`src/rtl/xgmii_66b_pkg.sv`:
```
// xgmii_66b_pkg: shared 64b/66b sync header, block type, XGMII character and control-code constants
package xgmii_66b_pkg;
  localparam logic [1:0] SH_DATA = 2'b01;
  localparam logic [1:0] SH_CTRL = 2'b10;
  localparam logic [7:0] BT_C8    = 8'h1E;
  localparam logic [7:0] BT_C4_O4 = 8'h2D;
  localparam logic [7:0] BT_C4_S4 = 8'h33;
  localparam logic [7:0] BT_O0_S4 = 8'h66;
  localparam logic [7:0] BT_O0_O4 = 8'h55;
  localparam logic [7:0] BT_S0    = 8'h78;
  localparam logic [7:0] BT_O0_C4 = 8'h4B;
  localparam logic [7:0] BT_T0    = 8'h87;
  localparam logic [7:0] BT_T1    = 8'h99;
  localparam logic [7:0] BT_T2    = 8'hAA;
  localparam logic [7:0] BT_T3    = 8'hB4;
  localparam logic [7:0] BT_T4    = 8'hCC;
  localparam logic [7:0] BT_T5    = 8'hD2;
  localparam logic [7:0] BT_T6    = 8'hE1;
  localparam logic [7:0] BT_T7    = 8'hFF;
  localparam logic [7:0] XG_IDLE  = 8'h07;
  localparam logic [7:0] XG_START = 8'hFB;
  localparam logic [7:0] XG_TERM  = 8'hFD;
  localparam logic [7:0] XG_ERROR = 8'hFE;
  localparam logic [7:0] XG_SEQ   = 8'h9C;
  localparam logic [6:0] CC_IDLE  = 7'h00;
  localparam logic [6:0] CC_ERROR = 7'h1E;
  localparam logic [63:0] XG_LF_W = 64'h0100009C_0100009C;
  typedef enum logic {WAIT_FIRST, WAIT_SECOND} dec_state_e;
  typedef struct packed {
    logic [7:0] c;
    logic [7:0] o;
    logic [7:0] s;
    logic [7:0] t;
    logic       sh;
    logic       ok;
  } blk_fmt_t;
  function automatic blk_fmt_t blk_fmt(input logic [7:0] bt);
    blk_fmt_t f;
    f = '{c: 8'h00, o: 8'h00, s: 8'h00, t: 8'h00, sh: 1'b0, ok: 1'b1};
    case (bt)
      BT_C8:    f.c = 8'hFF;
      BT_C4_O4: begin f.c = 8'h0F; f.o = 8'h10; end
      BT_C4_S4: begin f.c = 8'h0F; f.s = 8'h10; end
      BT_O0_S4: begin f.o = 8'h01; f.s = 8'h10; end
      BT_O0_O4: f.o = 8'h11;
      BT_S0:    f.s = 8'h01;
      BT_O0_C4: begin f.o = 8'h01; f.c = 8'hF0; end
      BT_T0:    begin f.t = 8'h01; f.c = 8'hFE; f.sh = 1'b1; end
      BT_T1:    begin f.t = 8'h02; f.c = 8'hFC; f.sh = 1'b1; end
      BT_T2:    begin f.t = 8'h04; f.c = 8'hF8; f.sh = 1'b1; end
      BT_T3:    begin f.t = 8'h08; f.c = 8'hF0; f.sh = 1'b1; end
      BT_T4:    begin f.t = 8'h10; f.c = 8'hE0; f.sh = 1'b1; end
      BT_T5:    begin f.t = 8'h20; f.c = 8'hC0; f.sh = 1'b1; end
      BT_T6:    begin f.t = 8'h40; f.c = 8'h80; f.sh = 1'b1; end
      BT_T7:    begin f.t = 8'h80; f.sh = 1'b1; end
      default:  f.ok = 1'b0;
    endcase
    return f;
  endfunction
endpackage

```
`src/rtl/descrambler_58_32.sv`:
```
// descrambler_58_32: x^58+x^39+1 self-synchronizing descrambler, 32 bits per enabled cycle, LSB first
module descrambler_58_32 (
  input  logic        clk_i,
  input  logic        rst_n_i,
  input  logic        en_i,
  input  logic [31:0] data_i,
  output logic [31:0] data_o
);
  logic [57:0] s_q, s_d, s_v;
  always_comb begin
    s_v = s_q;
    data_o = '0;
    for (int i = 0; i < 32; i++) begin
      data_o[i] = data_i[i] ^ s_v[38] ^ s_v[57];
      s_v = {s_v[56:0], data_i[i]};
    end
    s_d = en_i ? s_v : s_q;
  end
  always_ff @(posedge clk_i or negedge rst_n_i)
    if (!rst_n_i) s_q <= '0;
    else s_q <= s_d;
endmodule

```
`src/rtl/xgmii_66b_decode.sv`:
```
// xgmii_66b_decode: 64b/66b receive block decoder from 32-bit half-blocks to XGMII 64-bit data/control
module xgmii_66b_decode
  import xgmii_66b_pkg::*;
#(
  parameter bit          DESCRAMBLE_EN = 1'b1,
  parameter int unsigned ERR_CNT_W     = 16
) (
  input  logic                 clk_i,
  input  logic                 rst_n_i,
  input  logic [31:0]          decode_data_i,
  input  logic [1:0]           decode_head_i,
  input  logic                 decode_head_vld_i,
  input  logic                 decode_data_vld_i,
  input  logic                 block_lock_i,
  output logic [63:0]          xgmii_rxd_o,
  output logic [7:0]           xgmii_rxc_o,
  output logic                 xgmii_rxd_vld_o,
  output logic                 decode_err_o,
  output logic [ERR_CNT_W-1:0] err_cnt_o
);
  logic [31:0] desc, pd, half_q, half_d;
  logic [1:0] head_q, head_d;
  dec_state_e state_q, state_d;
  logic [63:0] rxd_q, rxd_d, pay, dsh, ctl_rxd, dec_rxd;
  logic [7:0] rxc_q, rxc_d, ctl_rxc, dec_rxc, bad_cc;
  logic vld_q, vld_d, err_q, err_d, dec_err, wf, first, second;
  logic [ERR_CNT_W-1:0] cnt_q, cnt_d;
  blk_fmt_t fmt;
  descrambler_58_32 u_desc (
    .clk_i   (clk_i),
    .rst_n_i (rst_n_i),
    .en_i    (decode_data_vld_i),
    .data_i  (decode_data_i),
    .data_o  (desc)
  );
  assign pd = DESCRAMBLE_EN ? desc : decode_data_i;
  always_comb begin
    pay = {pd, half_q};
    fmt = blk_fmt(pay[7:0]);
    dsh = fmt.sh ? {8'h00, pay[63:8]} : pay;
    ctl_rxd = '0;
    bad_cc = '0;
    for (int k = 0; k < 8; k++) begin
      bad_cc[k] = fmt.c[k] && pay[8+7*k +: 7] != CC_IDLE && pay[8+7*k +: 7] != CC_ERROR;
      ctl_rxd[8*k +: 8] = fmt.c[k] ? (pay[8+7*k +: 7] == CC_IDLE ? XG_IDLE : XG_ERROR) :
                          fmt.o[k] ? XG_SEQ : fmt.s[k] ? XG_START : fmt.t[k] ? XG_TERM : dsh[8*k +: 8];
    end
    ctl_rxc = fmt.c | fmt.o | fmt.s | fmt.t;
    dec_err = head_q == SH_CTRL ? (!fmt.ok || |bad_cc) : head_q != SH_DATA;
    dec_rxd = dec_err ? {8{XG_ERROR}} : head_q == SH_DATA ? pay : ctl_rxd;
    dec_rxc = dec_err ? 8'hFF : head_q == SH_DATA ? 8'h00 : ctl_rxc;
  end
  assign wf = state_q == WAIT_FIRST;
  assign first = decode_data_vld_i && decode_head_vld_i;
  assign second = decode_data_vld_i && !wf && !decode_head_vld_i;
  always_comb begin
    state_d = decode_data_vld_i ? (decode_head_vld_i ? WAIT_SECOND : WAIT_FIRST) : state_q;
    half_d = first ? pd : half_q;
    head_d = first ? decode_head_i : head_q;
    vld_d = second;
    rxd_d = second ? (block_lock_i ? dec_rxd : XG_LF_W) : rxd_q;
    rxc_d = second ? (block_lock_i ? dec_rxc : 8'h11) : rxc_q;
    err_d = (decode_data_vld_i && (wf ^ decode_head_vld_i)) || (second && block_lock_i && dec_err);
    cnt_d = cnt_q + ERR_CNT_W'(err_d && !(&cnt_q));
  end
  always_ff @(posedge clk_i or negedge rst_n_i)
    if (!rst_n_i) begin
      state_q <= WAIT_FIRST;
      half_q <= '0;
      head_q <= '0;
      rxd_q <= {8{XG_IDLE}};
      rxc_q <= 8'hFF;
      vld_q <= 1'b0;
      err_q <= 1'b0;
      cnt_q <= '0;
    end else begin
      state_q <= state_d;
      half_q <= half_d;
      head_q <= head_d;
      rxd_q <= rxd_d;
      rxc_q <= rxc_d;
      vld_q <= vld_d;
      err_q <= err_d;
      cnt_q <= cnt_d;
    end
  assign xgmii_rxd_o = rxd_q;
  assign xgmii_rxc_o = rxc_q;
  assign xgmii_rxd_vld_o = vld_q;
  assign decode_err_o = err_q;
  assign err_cnt_o = cnt_q;
endmodule
```
`config.mk`:
```
export PLATFORM = sky130hd
export DESIGN_NAME = xgmii_66b_decode
export DESIGN_NICKNAME = d
export VERILOG_FILES = /design/src/rtl/xgmii_66b_pkg.sv /design/src/rtl/descrambler_58_32.sv /design/src/rtl/xgmii_66b_decode.sv
export SDC_FILE = /design/constraint.sdc
export NUM_CORES = 1
export LEC_CHECK = 0
export CORE_MARGIN = 2
export CORE_UTILIZATION = 56
export CTS_CLUSTER_DIAMETER = 100
export DETAILED_ROUTE_END_ITERATION = 8
export DONT_BUFFER_PORTS = 1
export GPL_ROUTABILITY_DRIVEN = 0
export HOLD_SLACK_MARGIN = 0.05
export PLACE_DENSITY = 0.71
export SYNTH_ARGS = -nofsm -noshare
export SYNTH_HDL_FRONTEND = slang
export SYNTH_SLANG_ARGS = --single-unit
```
`constraint.sdc`:
```
create_clock -name clk_i -period 3.7 [get_ports clk_i]
set_input_delay 0.74 -clock clk_i [delete_from_list [all_inputs] [get_ports clk_i]]
set_output_delay 0.74 -clock clk_i [all_outputs]
set_load 0.05 [all_outputs]
```
==> flow_summary.ini <==
[outcome]
status = complete, but fails checks
violations = hold timing

[layout]
num-fill-cells = 1364
final_util_pct = 64.91
drive_gt1_share_pct = 24.59
areaGrowthSynthToFinish_pct = 13.34
final_area_sq_mm = 0.01123
nets = 1054
num_antenna_cells = 0

[cts]
cts.sinks = 183
worstSkewPairLatency_ns = 0.44
cts_buffer_depth = 2
cts-root-buf = clkbuf_16
cts_buffers = 17
cts_max_level = 4
clk_pin_slew_ns = 0.07
cts_tree = done

[critical_path]
cp_num_buf_inv = 2
r2r_start = half_q[2]$_DFFE_PN0P_
slowest_stage = or4b_4
path_common_cell = nand2_1
slowest_delay_ns = 0.57
cp_max_fo = 6
regToRegSetupSlack_ns = 0.11
endpoint_kind = flip-flop
worstReg2RegEnd = err_cnt_o[14]$_DFF_PN0_
critPathKind = reg2reg
required_ns = 4.01
crit_path_start_kind = flip-flop
reg2reg_depth = 16
critPathArrivalTime_ns = 3.90
crit_chain = clkbuf_2 -> buf_4 -> nand2_1 -> or3_4 -> nand3_1 -> or4b_4 -> and4b_4 -> and3b_1 -> o21ai_2 -> o31a_1 -> ha_4 -> ha_2 -> nand2_1 -> nor2_2 -> nand4_1 -> xnor2_1
crit_family = simple AND/OR/NAND/NOR gates

[pwr]
powerDensity_mw_per_mm2 = 668.3
p_leak_nw = 4.797
vdd_drop_max_uv = 389.2

[global_routing]
grt_max_degree = 184
antenna_found_initial = 0
grt_pass1_vias = 7798
track_usage_pct = 32.55
gr-total-overflow = 0
grt_pass1_wl_mm = 45.41

[sta]
finClkSkew_ns = 0.01334
hold_viol = 20
fmax_mhz = 278.6
worst_pin_slew_ns = 0.9710
finalMaxSlewViolations = 0
fin_crit_sh_pct = 97.00
holdWs_ns = -0.01228
period_needed_ns = 3.589
slew_headroom_pct = 35.04
finalSetupViolCount = 0

[routing]
antenna_left = 0
avgViaCountPerCell = 6.614
via_count = 8267
wl_per_cell_um = 24.10
drt_wl_total_mm = 30.12
drcViolationCount = 0
drt_iter0_markers = 1084
first_pass_iters = 7

[synth]
yosysUniqueCellTypes = 77
syn-num-nets = 1011
async_flop_share_pct = 100.0
syn_area_per_cell_sq_um = 10.22
synth_warnings = 0
synth_edf_count = 0
ys.flop_type = dfrtp_1
synth_cells = 969
ys_ff_latch = 183
synth_area_sq_mm = 0.009906
ys_seq_area_share_pct = 46.63

[floorplan]
core-area_sq_mm = 0.01730
die_x_um = 137
io_pins = 129
die-area_sq_mm = 0.01877
initial_core_util_pct = 57.27
dieHeight_um = 137
rows = 48

[place]
placed_area_sq_mm = 0.01043
port_buffers = 0
dpl.hpwl_mm = 21.07

[run]
maxCapViolations = 0

[hold_path]
hp-class = in2async
how the worst max path moves through the flow:
stage,to,depth (start not counted),slack [ns],from
floorplan,err_cnt_o[14]$_DFF_PN0_,16,0.33,half_q[2]$_DFFE_PN0P_
global placement,err_cnt_o[14]$_DFF_PN0_,14,0.07,half_q[6]$_DFFE_PN0P_
detailed placement,err_cnt_o[14]$_DFF_PN0_,14,-0.03,half_q[6]$_DFFE_PN0P_
CTS,err_cnt_o[14]$_DFF_PN0_,15,0.01,half_q[1]$_DFFE_PN0P_
global route,err_cnt_o[14]$_DFF_PN0_,16,-0.06,half_q[1]$_DFFE_PN0P_
finish,err_cnt_o[14]$_DFF_PN0_,16,0.11,half_q[2]$_DFFE_PN0P_
metal layers:
| layer | GRT usage, % | routed length, um |
|---|---|---|
| met1 | 42.68 | 12000 |
| met2 | 48.29 | 13240 |
| met3 | 9.148 | 3025 |
| met4 | 18.90 | 1864 |
| met5 | 0 | 0 |
flip-flops by register name (all words and copies together), names as in the netlist:
register / cells
err_cnt_o: 16
u_desc.s_q: 58
xgmii_rxd_vld_o: 1
head_q: 2
state_q: 1
xgmii_rxd_o: 64
xgmii_rxc_o: 8
decode_err_o: 1
half_q: 32
cell type report:
cell class / instances / area [sq um] / area share, %
multi-input cells: 718 / 5044 / 44.92
flip-flops and latches: 183 / 4629 / 41.23
repair buffers: 84 / 640.6 / 5.706
clock buffers: 19 / 442.9 / 3.945
well taps: 225 / 281.5 / 2.508
clock inverters: 13 / 158.9 / 1.415
inverters: 8 / 30.03 / 0.2675
stage by stage:
stage | total power (W) | instances | setup TNS [ns] | setup slack, ns
floorplan | 0.004666 | 969 | 0 | 0.3275
global placement | 0.005418 | 1201 | 0 | 0.07440
detailed placement | 0.005444 | 1201 | -0.06763 | -0.03450
CTS | 0.007343 | 1233 | 0 | 0.01439
global route | 0.007770 | 1250 | -0.1106 | -0.06041
finish | 0.007503 | 1250 | 0 | 0.1111
what timing repair did:
item | in CTS | in global routing
setup endpoints to repair | 3 | 10
pin swaps | 0 | 3
gates resized for setup | 4 | 15
hold endpoints to repair | 151 | 151
setup buffers | 0 | 17
where the power goes:
group,internal (W),total (W),leakage (nW),switching (W)
sequential,0.00244,0.00363,2.15,0.00119
combinational,0.000904,0.00198,2.35,0.00108
clock,0.00104,0.00189,0.296,0.000853
total,0.00438,0.00750,4.80,0.00312
cells by family (layout without fill, tap and decap cells):
logic type	count (synthesis)	in the layout	synth area share, %
fa+ha+maj	3	3	0.3790
buf+inv	68	124	3.019
simple gates	315	315	16.94
compound gates	251	251	16.24
xor+xnor	70	70	8.021
mux	79	79	8.766
flops	183	183	46.63
synthesized netlist by cell type (4+ instances only):
master	count	area [sq um]
a21oi_1	48	240.2
nor4_1	6	37.54
a21o_1	8	60.06
nor2b_1	4	25.02
o21ai_0	87	435.4
a32o_1	4	40.04
nand4_1	14	87.58
a31oi_1	12	75.07
a22o_1	24	210.2
or4_1	9	67.56
buf_2	17	85.08
mux2_2	62	698.2
nand3_1	31	155.2
nand2b_1	4	25.02
dfstp_2	32	840.8
nor4bb_1	11	110.1
xnor3_1	11	247.7
nor2_1	41	153.9
o211ai_1	6	45.04
o221ai_1	8	70.07
clkbuf_1	37	138.9
o21ai_1	13	65.06
xnor2_1	34	297.8
o22ai_1	7	43.79
inv_1	8	30.03
or3_1	7	43.79
nand2_1	121	454.2
nor3_1	29	145.1
xor2_1	23	201.4
mux2i_1	17	170.2
dfrtp_1	151	3779
and4_1	4	35.03
and2_1	6	37.54
cell usage in the layout (no fill, tap or decap), types with 7 or more instances in the layout:
| cell type | count |
|---|---|
| a21o_1 | 8 |
| a21oi_1 | 48 |
| a22o_1 | 24 |
| a31oi_1 | 12 |
| buf_4 | 81 |
| clkbuf_16 | 17 |
| dfrtp_1 | 143 |
| dfrtp_2 | 8 |
| dfstp_2 | 32 |
| inv_1 | 8 |
| mux2_2 | 62 |
| mux2i_1 | 17 |
| nand2_1 | 120 |
| nand3_1 | 30 |
| nand4_1 | 14 |
| nor2_1 | 40 |
| nor3_1 | 28 |
| nor4bb_1 | 10 |
| o21ai_0 | 87 |
| o21ai_1 | 13 |
| o221ai_1 | 8 |
| o22ai_1 | 7 |
| or4_1 | 8 |
| xnor2_1 | 34 |
| xnor3_1 | 11 |
| xor2_1 | 23 |
(Power assumes the default switching activity.)
